===== src/rtl/siggen_pkg.sv =====
// Shared encodings and constants for the signal-generator configuration sequencer.
// Holds waveform codes, frame constants and parser states.
package siggen_pkg;

    typedef enum logic [1:0] {
        SIG_SQUARE = 2'b00,
        SIG_SINE   = 2'b01,
        SIG_SAW    = 2'b10,
        SIG_TRI    = 2'b11
    } sig_type_t;

    localparam logic [7:0] HEADER_DEFAULT = 8'hA5;
    localparam logic [7:0] CSUM_KEY       = 8'h5A;

    typedef enum logic [1:0] {
        P_IDLE,
        P_GET_F,
        P_GET_C,
        P_GET_K
    } parser_state_t;

    function automatic logic [7:0] frame_csum(input logic [7:0] f, input logic [7:0] c);
        return f ^ c ^ CSUM_KEY;
    endfunction

endpackage


===== src/rtl/siggen_cfg_sequencer_if.sv =====
// Byte stream from the USART receiver into the configuration sequencer.
interface siggen_cfg_sequencer_if;
    logic [7:0] rx_data;
    logic       rx_valid;

    modport master (output rx_data, output rx_valid);
    modport slave  (input  rx_data, input  rx_valid);
endinterface


===== src/rtl/siggen_frame_parser.sv =====
// Frame parser: header/fin/control/checksum FSM plus inter-byte gap timeout.
// frame_ok and frame_err are same-cycle strobes qualified by the final byte or the timeout.
module siggen_frame_parser
    import siggen_pkg::*;
#(
    parameter logic [7:0] HEADER      = HEADER_DEFAULT,
    parameter int         GAP_TIMEOUT = 50000
) (
    input  logic       clk,
    input  logic       reset,
    input  logic [7:0] rx_data,
    input  logic       rx_valid,
    output logic       frame_ok,
    output logic [7:0] frame_fin,
    output logic [3:0] frame_ain,
    output logic [1:0] frame_type,
    output logic       frame_err
);

    localparam int GAP_W = $clog2(GAP_TIMEOUT + 1);

    parser_state_t    state;
    logic [GAP_W-1:0] gap_cnt;
    logic [7:0]       f_reg;
    logic [7:0]       c_reg;
    logic             timeout;
    logic             csum_ok;
    logic             last_byte;

    assign timeout    = (state != P_IDLE) && !rx_valid && (gap_cnt == GAP_W'(GAP_TIMEOUT));
    // Reserved control bits set are treated exactly like a bad checksum.
    assign csum_ok    = (rx_data == frame_csum(f_reg, c_reg)) && (c_reg[5:4] == 2'b00);
    assign last_byte  = rx_valid && (state == P_GET_K);
    assign frame_ok   = last_byte && csum_ok;
    assign frame_err  = (last_byte && !csum_ok) || timeout;
    assign frame_fin  = f_reg;
    assign frame_ain  = c_reg[3:0];
    assign frame_type = c_reg[7:6];

    always_ff @(posedge clk or negedge reset) begin
        if (!reset) begin
            state   <= P_IDLE;
            gap_cnt <= '0;
            f_reg   <= '0;
            c_reg   <= '0;
        end else if (rx_valid) begin
            gap_cnt <= '0;
            case (state)
                P_IDLE:  if (rx_data == HEADER) state <= P_GET_F;
                P_GET_F: begin f_reg <= rx_data; state <= P_GET_C; end
                P_GET_C: begin c_reg <= rx_data; state <= P_GET_K; end
                P_GET_K: state <= P_IDLE;
                default: state <= P_IDLE;
            endcase
        end else if (timeout) begin
            state   <= P_IDLE;
            gap_cnt <= '0;
        end else if (state != P_IDLE) begin
            gap_cnt <= gap_cnt + 1'b1;
        end
    end

endmodule


===== src/rtl/siggen_cfg_sequencer.sv =====
// Configuration sequencer: validated frames wait in a single pending slot and are
// applied at a waveform period boundary (or after a force timeout). Optional readback: SIGGEN_CFG_READBACK_EN.
module siggen_cfg_sequencer
    import siggen_pkg::*;
#(
    parameter logic [7:0] HEADER        = HEADER_DEFAULT,
    parameter int         GAP_TIMEOUT   = 50000,
    parameter int         FORCE_TIMEOUT = 5000000
) (
    input  logic                   clk,
    input  logic                   reset,
    siggen_cfg_sequencer_if.slave  rx,
    input  logic                   period_start,
    output logic [7:0]             fin,
    output logic [3:0]             ain,
    output logic [1:0]             sig_type,
    output logic                   cfg_update,
    output logic                   pending,
    output logic                   frame_err,
    output logic [7:0]             err_count
`ifdef SIGGEN_CFG_READBACK_EN
    ,
    output logic [7:0]             tx_data,
    output logic                   tx_valid,
    input  logic                   tx_ready
`endif
);

    localparam int FORCE_W = $clog2(FORCE_TIMEOUT + 1);

    logic               frame_ok;
    logic               parse_err;
    logic [7:0]         frame_fin;
    logic [3:0]         frame_ain;
    logic [1:0]         frame_type;
    logic [7:0]         pend_fin;
    logic [3:0]         pend_ain;
    logic [1:0]         pend_type;
    logic [FORCE_W-1:0] force_cnt;
    logic               apply;

    siggen_frame_parser #(
        .HEADER      (HEADER),
        .GAP_TIMEOUT (GAP_TIMEOUT)
    ) u_parser (
        .clk        (clk),
        .reset      (reset),
        .rx_data    (rx.rx_data),
        .rx_valid   (rx.rx_valid),
        .frame_ok   (frame_ok),
        .frame_fin  (frame_fin),
        .frame_ain  (frame_ain),
        .frame_type (frame_type),
        .frame_err  (parse_err)
    );

    assign apply = pending && (period_start || (force_cnt == FORCE_W'(FORCE_TIMEOUT)));

    // force_cnt reloads with 1 so the apply lands exactly FORCE_TIMEOUT edges after pending rose.
    always_ff @(posedge clk or negedge reset) begin
        if (!reset) begin
            fin        <= '0;
            ain        <= '0;
            sig_type   <= SIG_TRI;
            cfg_update <= 1'b0;
            pending    <= 1'b0;
            pend_fin   <= '0;
            pend_ain   <= '0;
            pend_type  <= '0;
            force_cnt  <= '0;
            frame_err  <= 1'b0;
            err_count  <= '0;
        end else begin
            cfg_update <= apply;
            if (apply) begin
                fin      <= pend_fin;
                ain      <= pend_ain;
                sig_type <= pend_type;
            end
            if (frame_ok) begin
                pend_fin  <= frame_fin;
                pend_ain  <= frame_ain;
                pend_type <= frame_type;
                pending   <= 1'b1;
                force_cnt <= FORCE_W'(1);
            end else if (apply) begin
                pending   <= 1'b0;
                force_cnt <= '0;
            end else if (pending) begin
                force_cnt <= force_cnt + 1'b1;
            end
            frame_err <= parse_err;
            if (parse_err && (err_count != 8'hFF)) err_count <= err_count + 8'd1;
        end
    end

`ifdef SIGGEN_CFG_READBACK_EN
    logic       rb_busy;
    logic       rb_queued;
    logic [1:0] rb_idx;
    logic [7:0] rb_fin;
    logic [7:0] rb_ctl;
    logic [7:0] nxt_fin;
    logic [7:0] nxt_ctl;

    // Snapshot source is the value the outputs hold after this edge.
    assign nxt_fin  = apply ? pend_fin : fin;
    assign nxt_ctl  = apply ? {pend_type, 2'b00, pend_ain} : {sig_type, 2'b00, ain};
    assign tx_valid = rb_busy;
    assign tx_data  = (rb_idx == 2'd0) ? HEADER : ((rb_idx == 2'd1) ? rb_fin : rb_ctl);

    always_ff @(posedge clk or negedge reset) begin
        if (!reset) begin
            rb_busy   <= 1'b0;
            rb_queued <= 1'b0;
            rb_idx    <= '0;
            rb_fin    <= '0;
            rb_ctl    <= '0;
        end else if (rb_busy && tx_ready && (rb_idx == 2'd2)) begin
            if (rb_queued || apply) begin
                rb_idx    <= '0;
                rb_fin    <= nxt_fin;
                rb_ctl    <= nxt_ctl;
                rb_queued <= 1'b0;
            end else begin
                rb_busy <= 1'b0;
            end
        end else if (rb_busy) begin
            if (tx_ready) rb_idx <= rb_idx + 2'd1;
            if (apply) rb_queued <= 1'b1;
        end else if (apply) begin
            rb_busy <= 1'b1;
            rb_idx  <= '0;
            rb_fin  <= nxt_fin;
            rb_ctl  <= nxt_ctl;
        end
    end
`endif

endmodule


===== src/flat_wrapper.sv =====
// flat-port wrapper written by rule: the top's interface ports become plain ports
module siggen_cfg_sequencer_flat import siggen_pkg::*;
#(
    parameter logic [7:0] HEADER        = HEADER_DEFAULT,
    parameter int         GAP_TIMEOUT   = 50000,
    parameter int         FORCE_TIMEOUT = 5000000
)
  (clk, reset, period_start, fin, ain, sig_type, cfg_update, pending, frame_err, err_count, rx_rx_data, rx_rx_valid);
  siggen_cfg_sequencer_if rx_i ();
  input  logic clk;
  input  logic reset;
  input  logic period_start;
  output logic [7:0] fin;
  output logic [3:0] ain;
  output logic [1:0] sig_type;
  output logic cfg_update;
  output logic pending;
  output logic frame_err;
  output logic [7:0] err_count;
  input wire logic [$bits(rx_i.rx_data)-1:0] rx_rx_data;
  input wire logic [$bits(rx_i.rx_valid)-1:0] rx_rx_valid;
  assign rx_i.rx_data = rx_rx_data;
  assign rx_i.rx_valid = rx_rx_valid;
  siggen_cfg_sequencer #(.HEADER(HEADER), .GAP_TIMEOUT(GAP_TIMEOUT), .FORCE_TIMEOUT(FORCE_TIMEOUT)) u_core (.clk(clk), .reset(reset), .rx(rx_i), .period_start(period_start), .fin(fin), .ain(ain), .sig_type(sig_type), .cfg_update(cfg_update), .pending(pending), .frame_err(frame_err), .err_count(err_count));
endmodule

===== config.mk =====
export PLATFORM = sky130hd
export DESIGN_NAME = siggen_cfg_sequencer_flat
export DESIGN_NICKNAME = d
export VERILOG_FILES = /design/src/rtl/siggen_pkg.sv /design/src/rtl/siggen_cfg_sequencer_if.sv /design/src/rtl/siggen_frame_parser.sv /design/src/rtl/siggen_cfg_sequencer.sv /design/src/flat_wrapper.sv
export SDC_FILE = /design/constraint.sdc
export NUM_CORES = 1
export LEC_CHECK = 0
export BUFFER_PORTS_ARGS = -buffer_cell sky130_fd_sc_hd__buf_2
export CORE_MARGIN = 3
export CORE_UTILIZATION = 59
export CTS_CLUSTER_DIAMETER = 100
export DETAILED_ROUTE_END_ITERATION = 7
export GPL_TIMING_DRIVEN = 1
export PLACE_DENSITY = 0.79
export SYNTH_ARGS = -nofsm -noshare
export SYNTH_HDL_FRONTEND = slang
export SYNTH_HIERARCHICAL = 1
export SYNTH_SLANG_ARGS = --single-unit

===== constraint.sdc =====
create_clock -name clk -period 2.75 [get_ports clk]
set_input_delay 0.275 -clock clk [delete_from_list [all_inputs] [get_ports clk]]
set_output_delay 0.275 -clock clk [all_outputs]
set_load 0.005 [all_outputs]

==> results of run 1 <==
## cell type report
cell class	count	area (um^2)
tap	102	128
sequential	96	2400
timing repair buffer	44	258
clock buffer	9	124
fill	587	2580
inverter	12	45.0
clock inverter	7	72.6
multi-input combinational	296	2200
## power by group through the flow
stage	clock (mW)	combinational [mW]	sequential (mW)
after floorplan	0	0.691	1.81
after global placement	0	0.785	1.84
after detailed placement	0	0.817	1.85
after CTS	0.932	0.822	1.83
after global routing	0.993	0.913	1.86
final	0.896	0.811	1.83
## cells in the mapped netlist (3+ instances only)
master,instances,share of area (%)
buf_6,3,0.70
a41oi_1,3,0.55
o21ai_0,13,1.4
nand3_1,15,1.6
nor4b_1,3,0.55
nor4_1,7,0.91
a21oi_1,20,2.1
o31ai_1,4,0.63
xnor2_1,12,2.2
ha_1,9,2.3
clkbuf_1,6,0.47
nor2_1,24,1.9
mux2i_1,3,0.63
a31oi_1,21,2.7
mux2_4,9,2.8
nand4b_1,3,0.55
or4_1,4,0.63
buf_2,8,0.83
xor2_1,8,1.5
nand2_1,42,3.3
xnor3_1,3,1.4
and3_1,7,0.91
nor4bb_1,3,0.63
dfrtp_1,94,49
nand4_1,11,1.4
buf_4,7,1.1
mux2_2,35,8.2
inv_1,12,0.94
nor3_1,6,0.63
## stage by stage
step	power, mW	setup slack, ps
detailed placement	2.67	265
global placement	2.62	261
floorplan	2.50	349
finish	3.54	250
CTS	3.58	253
global route	3.77	18.8
## cell usage in the layout, fill, tap and decap left out, drive strengths merged, types with 4 or more instances in the layout
master / instances
nand4: 12
ha: 9
clkbuf: 9
xor2: 8
a31oi: 21
nor4: 7
inv: 16
and3: 7
nor2: 24
nor3: 6
or4: 5
nand2: 44
a21oi: 20
o31ai: 4
nand3: 15
o21ai: 15
mux2: 44
dfrtp: 94
buf: 43
xnor2: 12
## routing by layer
layer | track usage [%] | part of all wire [%]
met1 | 28.9 | 47
met2 | 33.4 | 48
met3 | 4.53 | 4.3
met4 | 8.65 | 1.3
met5 | 0 | 0
## cell families after synthesis
logic type	count (synthesis)	share of synthesized area (%)
xor gates and xnor gates	25	6.05
muxes	47	11.7
AOI/OAI and AO/OA	69	8.84
buffers and inverters	37	4.12
and+or+nand+nor	146	16.9
adders and majority gates	9	2.35
DFF	96	50.1
## path summary, 6_finish.rpt
path	startpoint	to	depth (start not counted)
hold / removal	rx_rx_data[2]	u_core/u_parser/c_reg[2]	2
setup reg to reg	u_core/u_parser/state[1]	u_core/err_count[6]	9
setup / recovery	u_core/u_parser/state[1]	u_core/err_count[6]	9
max in group asynchronous	reset	u_core/err_count[2]	3
hold reg to reg	u_core/pend_fin[5]	u_core/fin[5]	1
min in group asynchronous	reset	u_core/cfg_update	2
## worst max-delay path, cell delays in order, from the launching register on
cell and delay [ps]:
dfrtp_1 410, inv_1 90, ha_1 190, or3b_2 500
or2_2 310, o21ai_0 140, o21ai_1 250, nor2_1 210
and3_1 190, xor2_1 140
## timing repair
action,CTS,global route
resized for setup,0,1
hold endpoints to repair,50,0
hold buffers,1,0
setup endpoints to repair,0,9
==> impl_metrics.toml, run 1 <==
[status]
status = "completed"

[floorplan]
dieArea_um2 = 9250
die_h_um = 96.2
num_rows = 32
coreArea_um2 = 7810
start_util_pct = 61.5
die_w_um = 96.2
ios = 37

[power]
p_per_area_nw_per_um2 = 676
p_leak_nw = 2.44
clockPowerShare_pct = 25.3
vdd.ir_drop.worst_mv = 0.380
switching_share_pct = 30.4
p_switching_mw = 1.08
pwr-share-seq_pct = 51.7
p_comb_share_pct = 22.9
internal_power_mw = 2.46

[layout]
largest_reg_flops = 23
fin_area_um2 = 5230
areaGrowthSynthToFinish_pct = 8.99
final_util_pct = 67.0
final_net_count = 480
num_antenna_cells = 0
largest-register = "u_core/force_cnt"
top_regs = "u_core/force_cnt x23, u_core/u_parser/gap_cnt x16"
drive_above_1_share_pct = 25.0
layout.cells.non_filler = 566

[route]
antenna_left = 0
wl_per_cell_um = 15.9
vias_per_cell = 5.91
vias = 3345
drc = 0
drt_iter0_markers = 182
drt-total-wl_mm = 9.00
dr.pass1.iters = 4

[cts]
cts_tree = "yes"
htree_levels = 3
numClockSinks = 96
cts_buffers = 9
clock_path_buffers = 2
post_cts_buffers = 0
clockRootBuffer = "clkbuf_8"
clkTransAtPathRegs_ps = 110
clock_latency_ps = 370

[setup_path]
end_kind = "register"
worstSetupPathType = "register to register"
r2r_slack_ps = 250
cp.required_ps = 3040
path_max_fanout = 6
arrival_ps = 2790
crit_path_start_kind = "register"

[timing]
hold_viol_final = 0
fin_tns_setup_ps = 0
finalMaxSlewViolations = 0
fin_skew_ps = 16.3
finalCritPeriodShare_pct = 90.9
max_freq_mhz = 400
setup_violations = 0
period_needed_ps = 2500
relSlewSlack_pct = 42.6
worst_pin_slew_ps = 854
rsz0062_at_grt = "no"
holdWs_ps = 177

[yosys]
netlist_area_um2 = 4800
synthCells = 429
syn_nets = 450
synth_ff_type = "dfrtp_1"
synth-async-reset-ratio_pct = 100
yosys_warnings = 6
yosysUniqueCellTypes = 56
yosysSeqAreaShare_pct = 50.1
ys_seq_elements = 96
syn_area_per_cell_um2 = 11.2
synth_edf_count = 0

[worst_hold_path]
hp-class = "primary input to register"

[global_routing]
grt.total_usage_pct = 21.3
grt_max_degree = 54
antenna_found_initial = 0
grt_pass1_wl_mm = 15.2
grt_overflow_total = 0
grt_pass1_vias = 3148

[placement]
place_hpwl_mm = 6.27
gp_congestion = 0.877
dp.cells = 549
place_area_um2 = 5020
place.port_buffers = 36

[flow_run]
drv_cap = 0
Power figures use the tool's default switching activity.
==> inputs of run 2 (changes only) <==
--- a/config.mk
+++ b/config.mk
@@ -7,12 +7,10 @@
 export LEC_CHECK = 0
 export BUFFER_PORTS_ARGS = -buffer_cell sky130_fd_sc_hd__buf_2
 export CORE_MARGIN = 3
-export CORE_UTILIZATION = 59
+export CORE_UTILIZATION = 31
 export CTS_CLUSTER_DIAMETER = 100
 export DETAILED_ROUTE_END_ITERATION = 7
 export GPL_TIMING_DRIVEN = 1
-export PLACE_DENSITY = 0.79
 export SYNTH_ARGS = -nofsm -noshare
 export SYNTH_HDL_FRONTEND = slang
-export SYNTH_HIERARCHICAL = 1
 export SYNTH_SLANG_ARGS = --single-unit
==> impl_metrics.toml, run 2 <==
[placement]
place_hpwl_mm = 6.24
gp_congestion = 0.798
pre_cts_ws_ps = 395
place_area_um2 = 5040
place.port_buffers = 36

[power]
clockPowerShare_pct = 32.2
power.total_mw = 3.90
pwr-share-seq_pct = 46.4
p_comb_share_pct = 21.4
switching_share_pct = 26.6
internal_power_mw = 2.86
vdd.ir_drop.worst_mv = 0.321
p_leak_nw = 2.47
p_switching_mw = 1.04
p_per_area_nw_per_um2 = 730

[layout]
fin_area_um2 = 5340
areaGrowthSynthToFinish_pct = 15.2
top_regs = "u_core.force_cnt x23, u_core.u_parser.gap_cnt x16"
drive_above_1_share_pct = 26.9
layout_commonest_cell = "dfrtp_1"
largest-register = "u_core.force_cnt"
num_antenna_cells = 0
final.fill_count = 1406
final_net_count = 447
largest_reg_flops = 23
mostFrequentLayoutCells = "dfrtp_1, nor2_1, mux2_2"

[route]
vias_per_cell = 4.87
m1WireLength_mm = 4.09
route.top_layer_used = "met4"
wl_per_cell_um = 14.2
antenna_left = 0
drc = 0
dr.pass1.iters = 4
drt_iter0_markers = 119
wl_met3_um = 384
vias = 2995
drt-total-wl_mm = 8.74
wl_met2_mm = 4.11

[yosys]
synth_ff_type = "dfrtp_1"
syn_area_per_cell_um2 = 12.0
synth.area.top_cells = "dfrtp_1, mux2_2, xnor2_1, xor2_1, nor2_1"
yosysSeqAreaShare_pct = 51.9
synthTopCellsByCount = "dfrtp_1, nor2_1, mux2_2"
synth_top_cell_by_area = "dfrtp_1"
ys_seq_elements = 96
synth-async-reset-ratio_pct = 100
yosys_warnings = 0
netlist_area_um2 = 4640
synthMostInstantiatedCell = "dfrtp_1"
synth_edf_count = 0
syn_nets = 406
synthCells = 385
netlist.area_leader.share_pct = 50.7
yosysUniqueCellTypes = 54

[timing]
finalCritPeriodShare_pct = 85.6
worst_pin_slew_ps = 1030
finalMaxSlewViolations = 0
max_freq_mhz = 425
setup_slack_ps = 396
fin_skew_ps = 12.5
rsz0062_at_grt = "no"
period_needed_ps = 2350
holdWs_ps = 101
relSlewSlack_pct = 31.4
setup_violations = 0
fin_tns_setup_ps = 0
hold_viol_final = 0

[floorplan]
coreArea_um2 = 14600
num_rows = 44
die_w_um = 128
start_util_pct = 31.8
ios = 37
dieArea_um2 = 16500
die_h_um = 128

[global_routing]
grt_pass1_wl_mm = 14.9
antenna_found_initial = 0
grt_max_degree = 83
grt.total_usage_pct = 11.4
grt_overflow_total = 0
grt_pass1_vias = 3052

[cts]
cts_tree = "yes"
cts.repair.resized = 0
clkTransAtPathRegs_ps = 70
clockRootBuffer = "clkbuf_16"
clock_latency_ps = 350
clock_path_buffers = 2
post_cts_buffers = 0
hold_buffers = 0
htree_levels = 3
cts_buffers = 9
numClockSinks = 96

[setup_path]
end_kind = "register"
path_max_fanout = 9
crit_path_start_kind = "register"
path_cells = "inv_1 > ha_1 > or4b_4 > nor4_4 > o2111ai_2 > mux2_4"
cp.required_ps = 2970
reg2reg_depth = 6
timing.critical_path.slowest_cell_delay_ps = 550
worstSetupPathType = "register to register"
slowest_stage = "or4b_4"
arrival_ps = 2580

[worst_hold_path]
hp-class = "primary input to async pin"

[flow_run]
drv_cap = 0

[status]
status = "completed"
run 2: worst paths after layout:
check / from / endpoint / slack, ps
max in group asynchronous: reset / u_core.ain[0] / 1900
worst max-delay path: u_core.u_parser.state[0] / u_core.err_count[6] / 400
worst max register to register: u_core.u_parser.state[0] / u_core.err_count[6] / 400
worst min-delay path: reset / u_core.pend_fin[4] / 100
min in group clk: rx_rx_data[0] / u_core.u_parser.frame_fin[0] / 220
worst min register to register: u_core.pend_fin[6] / u_core.fin[6] / 490
run 2: kinds of logic (layout without fill, tap and decap cells):
logic type	Yosys count	after routing	share of synthesized area [%]
compound gates	22	22	3.67
xor+xnor	47	47	11.0
fa+ha+maj	9	9	2.43
buf+inv	26	72	2.99
flops	96	96	51.9
mux	48	48	11.7
simple gates	137	137	16.3
run 2: layout make-up:
| cell class | count | area, um^2 | area share, % |
|---|---|---|---|
| multi-input combinational | 263 | 2090 | 39.2 |
| timing repair buffer | 44 | 268 | 5.01 |
| inverter | 12 | 45.0 | 0.843 |
| clock inverter | 4 | 53.8 | 1.01 |
| clock buffer | 12 | 246 | 4.61 |
| sequential | 96 | 2400 | 45.0 |
| tap | 184 | 230 | 4.31 |
run 2: per-stage QoR:
step / util (%) / std cells
floorplan: - / 385
global placement: 34.6 / 599
detailed placement: 34.6 / 599
CTS: 36.6 / 615
global route: 36.6 / 615
finish: 36.6 / 615
run 2: worst max-delay path, delay by kind of cell, from the launching register on:
kind                     cells  cell delay [ps]
multiplexers                 1              320
buffers and inverters        1              100
AND/OR/NAND/NOR              2             1040
flip-flops                   1              390
AO/OA/AOI/OAI                1              160
adder cells (fa/ha/maj)      1              220
run 2: routing by layer:
layer,GRT usage (%),up-vias
li1,-,1429
met1,14.6,1502
met2,17.7,52
met3,4.29,12
met4,3.81,0
met5,0,-
run 2: power groups by stage:
stage | sequential (mW) | combinational [mW] | clock (mW)
global route | 1.84 | 0.930 | 1.37
CTS | 1.81 | 0.856 | 1.31
finish | 1.81 | 0.835 | 1.26
detailed placement | 1.83 | 0.851 | 0
floorplan | 1.78 | 0.651 | 0
global placement | 1.82 | 0.818 | 0
==> inputs of run 3 (changes only) <==
--- a/config.mk
+++ b/config.mk
@@ -13,4 +13,5 @@
 export GPL_TIMING_DRIVEN = 1
 export SYNTH_ARGS = -nofsm -noshare
 export SYNTH_HDL_FRONTEND = slang
+export SYNTH_HIERARCHICAL = 1
 export SYNTH_SLANG_ARGS = --single-unit
==> impl_metrics.toml, run 3 (synthesized netlist as in run 1, its figures left out) <==
[status]
status = "completed"

[cts]
cts_tree = "yes"
clkTransAtPathRegs_ps = 70
cts.repair.resized = 0
htree_levels = 3
clock_latency_ps = 350
clock_path_buffers = 2
numClockSinks = 96
hold_buffers = 0
clockRootBuffer = "clkbuf_16"
post_cts_buffers = 0
cts_buffers = 9

[global_routing]
gr-max-usage-layer = "met2"
grt_max_degree = 84
use_met3_pct = 2.85
antenna_found_initial = 0
grt.total_usage_pct = 12.4
grt_pass1_wl_mm = 16.4
grt_pass1_vias = 3286
grt_overflow_total = 0
met1_usage_pct = 16.4
grtUsageMet2_pct = 19.5

[route]
drt-total-wl_mm = 9.60
vias = 3309
drc = 0
antenna_left = 0
wl_per_cell_um = 14.8
vias_per_cell = 5.09
drt_iter0_markers = 281
dr.pass1.iters = 4

[timing]
finalMaxSlewViolations = 0
relSlewSlack_pct = 28.7
fin_tns_setup_ps = 0
rsz0062_at_grt = "no"
period_needed_ps = 2510
finalCritPeriodShare_pct = 91.3
setup_slack_ps = 240
max_freq_mhz = 398
fin_skew_ps = 6.81
hold_viol_final = 0
worst_pin_slew_ps = 1070
setup_violations = 0
holdWs_ps = 125

[floorplan]
num_rows = 44
dieArea_um2 = 17000
die_h_um = 130
die_w_um = 130
ios = 37
coreArea_um2 = 14900
start_util_pct = 32.3

[power]
p_per_area_nw_per_um2 = 723
vdd.ir_drop.worst_mv = 0.374
power.total_mw = 3.94
p_leak_nw = 2.51

[layout]
multiInputGateArea_um2 = 2200
top_regs = "u_core/force_cnt x23, u_core/u_parser/gap_cnt x16"
final_util_pct = 36.6
largest_reg_flops = 23
num_antenna_cells = 0
areaGrowthSynthToFinish_pct = 13.5
layout.cells.non_filler = 650
largest-register = "u_core/force_cnt"
final.fill_count = 1483
drive_above_1_share_pct = 25.3
mostFrequentLayoutCells = "dfrtp_1, nand2_1, buf_2, mux2_2, nor2_1"
layout_commonest_cell = "dfrtp_1"
final_net_count = 482
fin_area_um2 = 5450
regArea_um2 = 2400

[placement]
dp.cells = 634
place_hpwl_mm = 6.57
gp_congestion = 0.817
pre_cts_ws_ps = 237
place.port_buffers = 36
place_area_um2 = 5130

[setup_path]
worstSetupPathType = "register to register"
r2r_start = "u_core/u_parser/state[0]"
end_kind = "register"
crit_path_start_kind = "register"
reg2reg_depth = 9
r2r_slack_ps = 240
arrival_ps = 2740
cp.required_ps = 2980
path_max_fanout = 6
reg2reg_to = "u_core/err_count[5]"

[flow_run]
drv_cap = 0

[worst_hold_path]
hp-class = "primary input to async pin"
-- run 3: cell count changes in the layout (fill, tap and decap cells not counted), sizes merged, moves of 8 or more --
cell / change
a21oi: +18
nand2: +25
and4: -9
a31oi: +17
xor2: -12
xnor2: -8
o21ai: +10
nor2: -22
-- run 3: worst max-delay path: stages (launching register included) --
cell and delay (ps):
dfrtp_1 400, inv_1 80, ha_1 210, or3b_2 490, or2_2 310, o21ai_0 150
o21ai_1 260, nor2_1 230, nand3_1 120, xnor2_1 140
-- run 3: cell type report --
cell class | count | area share, %
Sequential cell | 96 | 44.2
Clock inverter | 6 | 1.33
Timing Repair Buffer | 46 | 4.73
Multi-Input combinational cell | 296 | 40.3
Clock buffer | 10 | 4.39
Inverter | 12 | 0.827
Tap cell | 184 | 4.23
-- run 3: how the worst max path moves through the flow --
stage                             start                   end  cells after the start
2_1_floorplan  u_core/u_parser/c_reg[2]  u_core/force_cnt[10]                      9
3_3_place_gp   u_core/u_parser/c_reg[2]   u_core/force_cnt[7]                      9
3_5_place_dp   u_core/u_parser/state[0]   u_core/err_count[6]                      9
4_1_cts        u_core/u_parser/c_reg[2]   u_core/force_cnt[3]                      9
5_1_grt        u_core/u_parser/state[0]   u_core/err_count[5]                      9
6_report       u_core/u_parser/state[0]   u_core/err_count[5]                      9
-- run 3: power breakdown --
group,total [mW],switching [mW],internal [mW],leakage [nW]
logic,0.808,0.328,0.479,1.08
registers,1.82,0.199,1.62,1.28
clock network,1.31,0.563,0.743,0.155
total,3.94,1.09,2.85,2.51
-- run 3: metal layers --
| metal | share of wire [%] | wire [um] | up-vias |
|---|---|---|---|
| met3 | 4.2 | 405 | 14 |
| met1 | 47 | 4550 | 1610 |
| met4 | 2.1 | 199 | 0 |
| met5 | 0 | 0 | - |
| li1 | - | - | 1607 |
| met2 | 46 | 4440 | 78 |
